--- src/rtl/instruction_fetch_axi.sv ---
// AXI4-Lite instruction fetch master with a one-entry address tag.
// Feeds the single-cycle core one 32-bit word per PC; the core stalls on !valid.
module instruction_fetch_axi #(
    parameter int              XLEN            = 32,
    parameter int              ADDR_WIDTH      = 32,
    parameter logic [XLEN-1:0] NOP_INSTRUCTION = 32'h00000013
) (
    input  logic                  i_Clock,
    input  logic                  i_Reset_n,
    input  logic [ADDR_WIDTH-1:0] i_Instruction_Addr,
    input  logic                  i_Flush,
    output logic [XLEN-1:0]       o_Instruction,
    output logic                  o_Instruction_Valid,
    output logic                  o_Fetch_Error,
    output logic [ADDR_WIDTH-1:0] o_Axi_Araddr,
    output logic [2:0]            o_Axi_Arprot,
    output logic                  o_Axi_Arvalid,
    input  logic                  i_Axi_Arready,
    input  logic [XLEN-1:0]       i_Axi_Rdata,
    input  logic [1:0]            i_Axi_Rresp,
    input  logic                  i_Axi_Rvalid,
    output logic                  o_Axi_Rready
);

    localparam logic [1:0] S_IDLE         = 2'd0;
    localparam logic [1:0] S_ADDR         = 2'd1;
    localparam logic [1:0] S_DATA         = 2'd2;
    localparam logic [1:0] S_RESP_DISCARD = 2'd3;

    logic [1:0]            r_State;
    logic [ADDR_WIDTH-1:0] r_Tag;
    logic                  r_Tag_Valid;
    logic [XLEN-1:0]       r_Data;
    logic                  r_Err;
    logic                  r_Flush_Pend;

    logic w_Hit;
    logic w_Misaligned;
    logic w_Ar_Hs;
    logic w_R_Hs;
    logic w_Start;

    // Tag match against the live PC, plus handshake and fetch-start decode
    always_comb begin
        w_Hit = r_Tag_Valid
             && (r_Tag == i_Instruction_Addr)
             && (r_State != S_RESP_DISCARD);
        w_Misaligned = |i_Instruction_Addr[1:0];
        w_Ar_Hs      = o_Axi_Arvalid && i_Axi_Arready;
        w_R_Hs       = i_Axi_Rvalid && o_Axi_Rready;
        w_Start      = (r_State == S_IDLE) && !w_Hit && !w_Misaligned;
    end

    assign o_Instruction       = r_Data;
    assign o_Instruction_Valid = w_Hit;
    assign o_Fetch_Error       = w_Hit && r_Err;
    assign o_Axi_Arprot        = 3'b100;

    // AXI read channel sequencing: one outstanding request at a time
    always_ff @(posedge i_Clock or negedge i_Reset_n) begin
        if (!i_Reset_n) begin
            r_State       <= S_IDLE;
            o_Axi_Araddr  <= '0;
            o_Axi_Arvalid <= 1'b0;
            o_Axi_Rready  <= 1'b0;
            r_Flush_Pend  <= 1'b0;
        end else begin
            case (r_State)
                S_IDLE: begin
                    if (w_Start) begin
                        o_Axi_Araddr  <= i_Instruction_Addr;
                        o_Axi_Arvalid <= 1'b1;
                        r_State       <= S_ADDR;
                    end
                end
                S_ADDR: begin
                    if (w_Ar_Hs) begin
                        o_Axi_Arvalid <= 1'b0;
                        o_Axi_Rready  <= 1'b1;
                        r_Flush_Pend  <= 1'b0;
                        if (r_Flush_Pend || i_Flush) begin
                            r_State <= S_RESP_DISCARD;
                        end else begin
                            r_State <= S_DATA;
                        end
                    end else if (i_Flush) begin
                        r_Flush_Pend <= 1'b1;
                    end
                end
                S_DATA: begin
                    if (w_R_Hs) begin
                        o_Axi_Rready <= 1'b0;
                        r_State      <= S_IDLE;
                    end else if (i_Flush) begin
                        r_State <= S_RESP_DISCARD;
                    end
                end
                default: begin
                    if (w_R_Hs) begin
                        o_Axi_Rready <= 1'b0;
                        r_State      <= S_IDLE;
                    end
                end
            endcase
        end
    end

    // Held word/tag: flush wins, then misaligned fill, then response capture
    always_ff @(posedge i_Clock or negedge i_Reset_n) begin
        if (!i_Reset_n) begin
            r_Tag       <= '0;
            r_Tag_Valid <= 1'b0;
            r_Data      <= '0;
            r_Err       <= 1'b0;
        end else if (i_Flush) begin
            r_Tag_Valid <= 1'b0;
        end else if (r_State == S_IDLE && !w_Hit) begin
            if (w_Misaligned) begin
                r_Tag       <= i_Instruction_Addr;
                r_Tag_Valid <= 1'b1;
                r_Err       <= 1'b1;
                r_Data      <= NOP_INSTRUCTION;
            end else begin
                r_Tag_Valid <= 1'b0;
            end
        end else if (r_State == S_DATA && w_R_Hs) begin
            if (i_Instruction_Addr == o_Axi_Araddr) begin
                r_Tag       <= o_Axi_Araddr;
                r_Tag_Valid <= 1'b1;
                r_Err       <= (i_Axi_Rresp != 2'b00);
                r_Data      <= (i_Axi_Rresp == 2'b00) ? i_Axi_Rdata
                                                      : NOP_INSTRUCTION;
            end else begin
                r_Tag_Valid <= 1'b0;
            end
        end
    end

endmodule

--- config.mk ---
export PLATFORM = sky130hd
export DESIGN_NAME = instruction_fetch_axi
export DESIGN_NICKNAME = d
export VERILOG_FILES = /design/src/rtl/instruction_fetch_axi.sv
export SDC_FILE = /design/constraint.sdc
export NUM_CORES = 1
export LEC_CHECK = 0
export CORE_UTILIZATION = 25
export CTS_CLUSTER_SIZE = 12
export DETAILED_ROUTE_END_ITERATION = 7
export PLACE_DENSITY = 0.55
export SKIP_CTS_REPAIR_TIMING = 1
export SYNTH_ARGS = -nofsm -noshare
export SYNTH_HDL_FRONTEND = slang
export SYNTH_SLANG_ARGS = --single-unit
--- constraint.sdc ---
create_clock -name i_Clock -period 3.05 [get_ports i_Clock]
set_input_delay 0.61 -clock i_Clock [delete_from_list [all_inputs] [get_ports i_Clock]]
set_output_delay 0.61 -clock i_Clock [all_outputs]
set_load 0.02 [all_outputs]
==> impl_metrics.json <==
{
  "grt_start_max_net_pins": 104,
  "fill_cells": 2003,
  "list_of_cells_traversed_by_the_critical_path": "clkdlybuf4s50_1, xor2_1, nor4_2, nand4_1, nor4_2, buf_4, buf_4",
  "synth.yosys.seq_area_share_pct": 49.6,
  "peak_ir_drop_on_the_vdd_network_mv": 0.433,
  "asyncSetResetFlopFracSynth_pct": 100,
  "pwr_per_cell_area_nw_per_um2": 820,
  "max-slew-margin-rel_pct": 53.8,
  "routed_wire_length_per_instance_um": 16.2,
  "cts_htree_levels": 3,
  "synth_adder_area_share_pct": 0.963,
  "most_area_consuming_cells_after_synthesis": "sky130_fd_sc_hd__dfrtp_1 (50%), sky130_fd_sc_hd__xor2_1 (9.6%), sky130_fd_sc_hd__mux2i_1 (6.4%)",
  "timing.critical_path.slowest_stage_cell": "sky130_fd_sc_hd__clkdlybuf4s50_1",
  "antenna_left": 0,
  "core-area_sq_um": 20300,
  "timing_worst_setup_path_type": "in2out",
  "yosys.area.top_type": "sky130_fd_sc_hd__dfrtp_1",
  "final_hold_viol_count": 0,
  "power.static_leakage_nw": 3.49,
  "numPlacedInstances": 901,
  "timing.final.max_slew_violations": 0,
  "synth_flop_cell": "sky130_fd_sc_hd__dfrtp_1",
  "setup-tns-final_ps": 0,
  "clock_insertion_delay_worst_skew_ps": 360,
  "clock_transition_at_the_registers_of_the_reported_paths_ps": 70,
  "finalNonFillerCells": 919,
  "post-synth-top-area-fraction_pct": 49.6,
  "final-setup-viol-count": 0,
  "total_power_mw": 6.30,
  "timing.critical_path.required_ps": 2440,
  "die-width_um": 146,
  "rows": 52,
  "drt_pass1_iterations": 4,
  "timing.fmax_mhz": 342,
  "die_y_um": 146,
  "max_cap_violations": 0,
  "detailroute.via_count": 4200,
  "finClkSkew_ps": 12.2,
  "port-buffer-count": 138,
  "grt_overflow_total": 0,
  "ctsLongestPathBuffers": 2,
  "synth-edff-count": 0,
  "synth_compound_gate_area_share_pct": 14.3,
  "synthesis.area_per_instance_sq_um": 11.2,
  "timing.final.crit_share_pct": 95.9,
  "place_hpwl_um": 11000,
  "run_status": "finished clean",
  "detail_route.vias_per_cell": 4.57,
  "final_nets": 719,
  "layout_setup_ws_ps": 126,
  "grt_pass1_vias": 4204,
  "post_synth_inst_count": 463,
  "mappedNetlistArea_sq_um": 5200,
  "global_route.usage.total_pct": 14.1,
  "tritoncts": "built",
  "main_combinational_cell_family_by_area_after_synthesis": "compound AO/OA/AOI/OAI gates",
  "number_of_drc_violations_after_detailed_routing": 0,
  "hold_path_class": "in2async",
  "worst_ep_arrival_time_ps": 2310,
  "register_bit_count_reported_by_yosys": 103,
  "dp_slack_ps": -602,
  "path_max_fanout": 3,
  "final_cell_mix": "sky130_fd_sc_hd__clkdlybuf4s50_1 (120), sky130_fd_sc_hd__dfrtp_1 (103), sky130_fd_sc_hd__xor2_1 (57)",
  "unrepaired_setup_endpoints_after_global_routing": "false",
  "globalplace.congestion": 0.798,
  "finalWorstPathRequiredPeriod_ps": 2920,
  "layout-drive-gt1-share_pct": 16.0,
  "die_area_sq_um": 21400,
  "io_pins": 142,
  "synthToLayoutAreaGrowth_pct": 47.8,
  "critical_path.max_stage_delay_ps": 450,
  "commonest_non_fill_non_tap_cell_in_the_layout": "sky130_fd_sc_hd__clkdlybuf4s50_1",
  "timing_worst_slew_pin_value_ps": 687,
  "clk_root_buffer_cell": "sky130_fd_sc_hd__clkbuf_16",
  "start_util_pct": 25.6,
  "synth_simple_gate_area_share_pct": 5.10,
  "multiInputGateArea_sq_um": 2380,
  "worst_setup_end_kind": "output pin",
  "drt-total-wl_um": 14900,
  "critical_path.startpoint_type": "input port",
  "seqCellArea_sq_um": 2580,
  "drt_first_iter_violations": 145,
  "yosys.cell_types.count": 37,
  "grt_pass1_wl_um": 23400,
  "dpl-instance-area_sq_um": 7310,
  "synth.area.mux_share_pct": 12.9,
  "tritoncts_num_sinks": 103,
  "post_synth_xor_area_fraction_pct": 10.8,
  "number_of_antenna_violations_at_the_first_check_in_global_routing": 0,
  "tritoncts.num_buffers": 9,
  "yosys_warnings": 0,
  "final_area_sq_um": 7680
}
-- stage by stage --
stage	hold slack [ps]	utilization, %
4_1_cts	352	37.3
6_report	309	37.9
2_1_floorplan	314	-
3_5_place_dp	476	36.0
5_1_grt	352	37.8
3_3_place_gp	470	36.0
-- sequential cells by signal, indices dropped and copies added (netlist names) --
name	count
o_Axi_Araddr	32
o_Axi_Arvalid	1
o_Axi_Rready	1
o_Instruction	32
r_Err	1
r_Flush_Pend	1
r_State	2
r_Tag	32
r_Tag_Valid	1
-- layer usage --
metal  wire length [um]  track usage, %  up-vias
met5                  0               0        -
met2               6920            22.0      102
met1               7150            19.5     2072
met3                618            2.97       15
met4                206            4.58        0
li1                   -               -     2011
-- synth_stat cells (2+ instances only) --
cell and number:
sky130_fd_sc_hd__dfrtp_1 103, sky130_fd_sc_hd__xor2_1 57, sky130_fd_sc_hd__a21oi_1 37, sky130_fd_sc_hd__inv_1 34, sky130_fd_sc_hd__a31oi_1 33, sky130_fd_sc_hd__mux2i_1 33
sky130_fd_sc_hd__o2bb2ai_1 30, sky130_fd_sc_hd__mux2_1 17, sky130_fd_sc_hd__nor4_1 15, sky130_fd_sc_hd__mux2_2 13, sky130_fd_sc_hd__buf_2 11, sky130_fd_sc_hd__buf_4 10
sky130_fd_sc_hd__nand2_1 9, sky130_fd_sc_hd__nor2_1 8, sky130_fd_sc_hd__xnor2_1 7, sky130_fd_sc_hd__clkbuf_1 6, sky130_fd_sc_hd__nand3_1 5, sky130_fd_sc_hd__buf_6 4
sky130_fd_sc_hd__ha_1 4, sky130_fd_sc_hd__nand4_1 4, sky130_fd_sc_hd__and2_1 2, sky130_fd_sc_hd__conb_1 2, sky130_fd_sc_hd__nor3_1 2, sky130_fd_sc_hd__o21ai_0 2
sky130_fd_sc_hd__o31ai_1 2, sky130_fd_sc_hd__or3_1 2
-- worst paths after layout --
| kind | from | endpoint | slack, ps | cells after the start |
|---|---|---|---|---|
| max | i_Instruction_Addr[8] | o_Fetch_Error | 130 | 7 |
| min | i_Reset_n | o_Axi_Araddr[22]$_DFFE_PN0P_ | 310 | 2 |
| max reg2reg | r_State[1]$_DFFE_PN0P_ | o_Axi_Araddr[31]$_DFFE_PN0P_ | 430 | 8 |
| min reg2reg | o_Instruction[7]$_DFFE_PN0P_ | o_Instruction[7]$_DFFE_PN0P_ | 490 | 1 |
| max in group asynchronous | i_Reset_n | o_Instruction[1]$_DFFE_PN0P_ | 2280 | 2 |
| min in group i_Clock | o_Instruction[7]$_DFFE_PN0P_ | o_Instruction[7]$_DFFE_PN0P_ | 490 | 1 |
-- logic make-up (layout without fill, tap and decap cells) --
kind of cell / Yosys count / in the layout
AO/OA/AOI/OAI: 112 / 112
XOR/XNOR: 64 / 64
adder cells (fa/ha/maj): 4 / 4
buffers and inverters: 65 / 249
flip-flops: 103 / 103
multiplexers: 63 / 63
other: 2 / 4
AND/OR/NAND/NOR: 50 / 50
-- layout make-up --
class / instances / area share, %
diodes: 1 / 0.0326
clock buffers: 12 / 3.21
clock inverters: 3 / 0.261
inverters: 34 / 1.66
multi-input cells: 296 / 31.0
flip-flops and latches: 103 / 33.5
well taps: 270 / 4.40
repair buffers: 200 / 25.9
-- power by group --
part	total (mW)	leakage (nW)	internal (mW)	switching, mW
clock network	1.10	0.125	0.572	0.529
registers	2.27	1.26	1.82	0.451
logic	2.92	2.11	1.43	1.50
total	6.30	3.49	3.82	2.48
-- worst max-delay path: cells and delay by family --
kind          cells  cell delay, ps
xor+xnor          1             180
buf+inv           3             740
simple gates      3             770
Power figures use the tool's default switching activity.
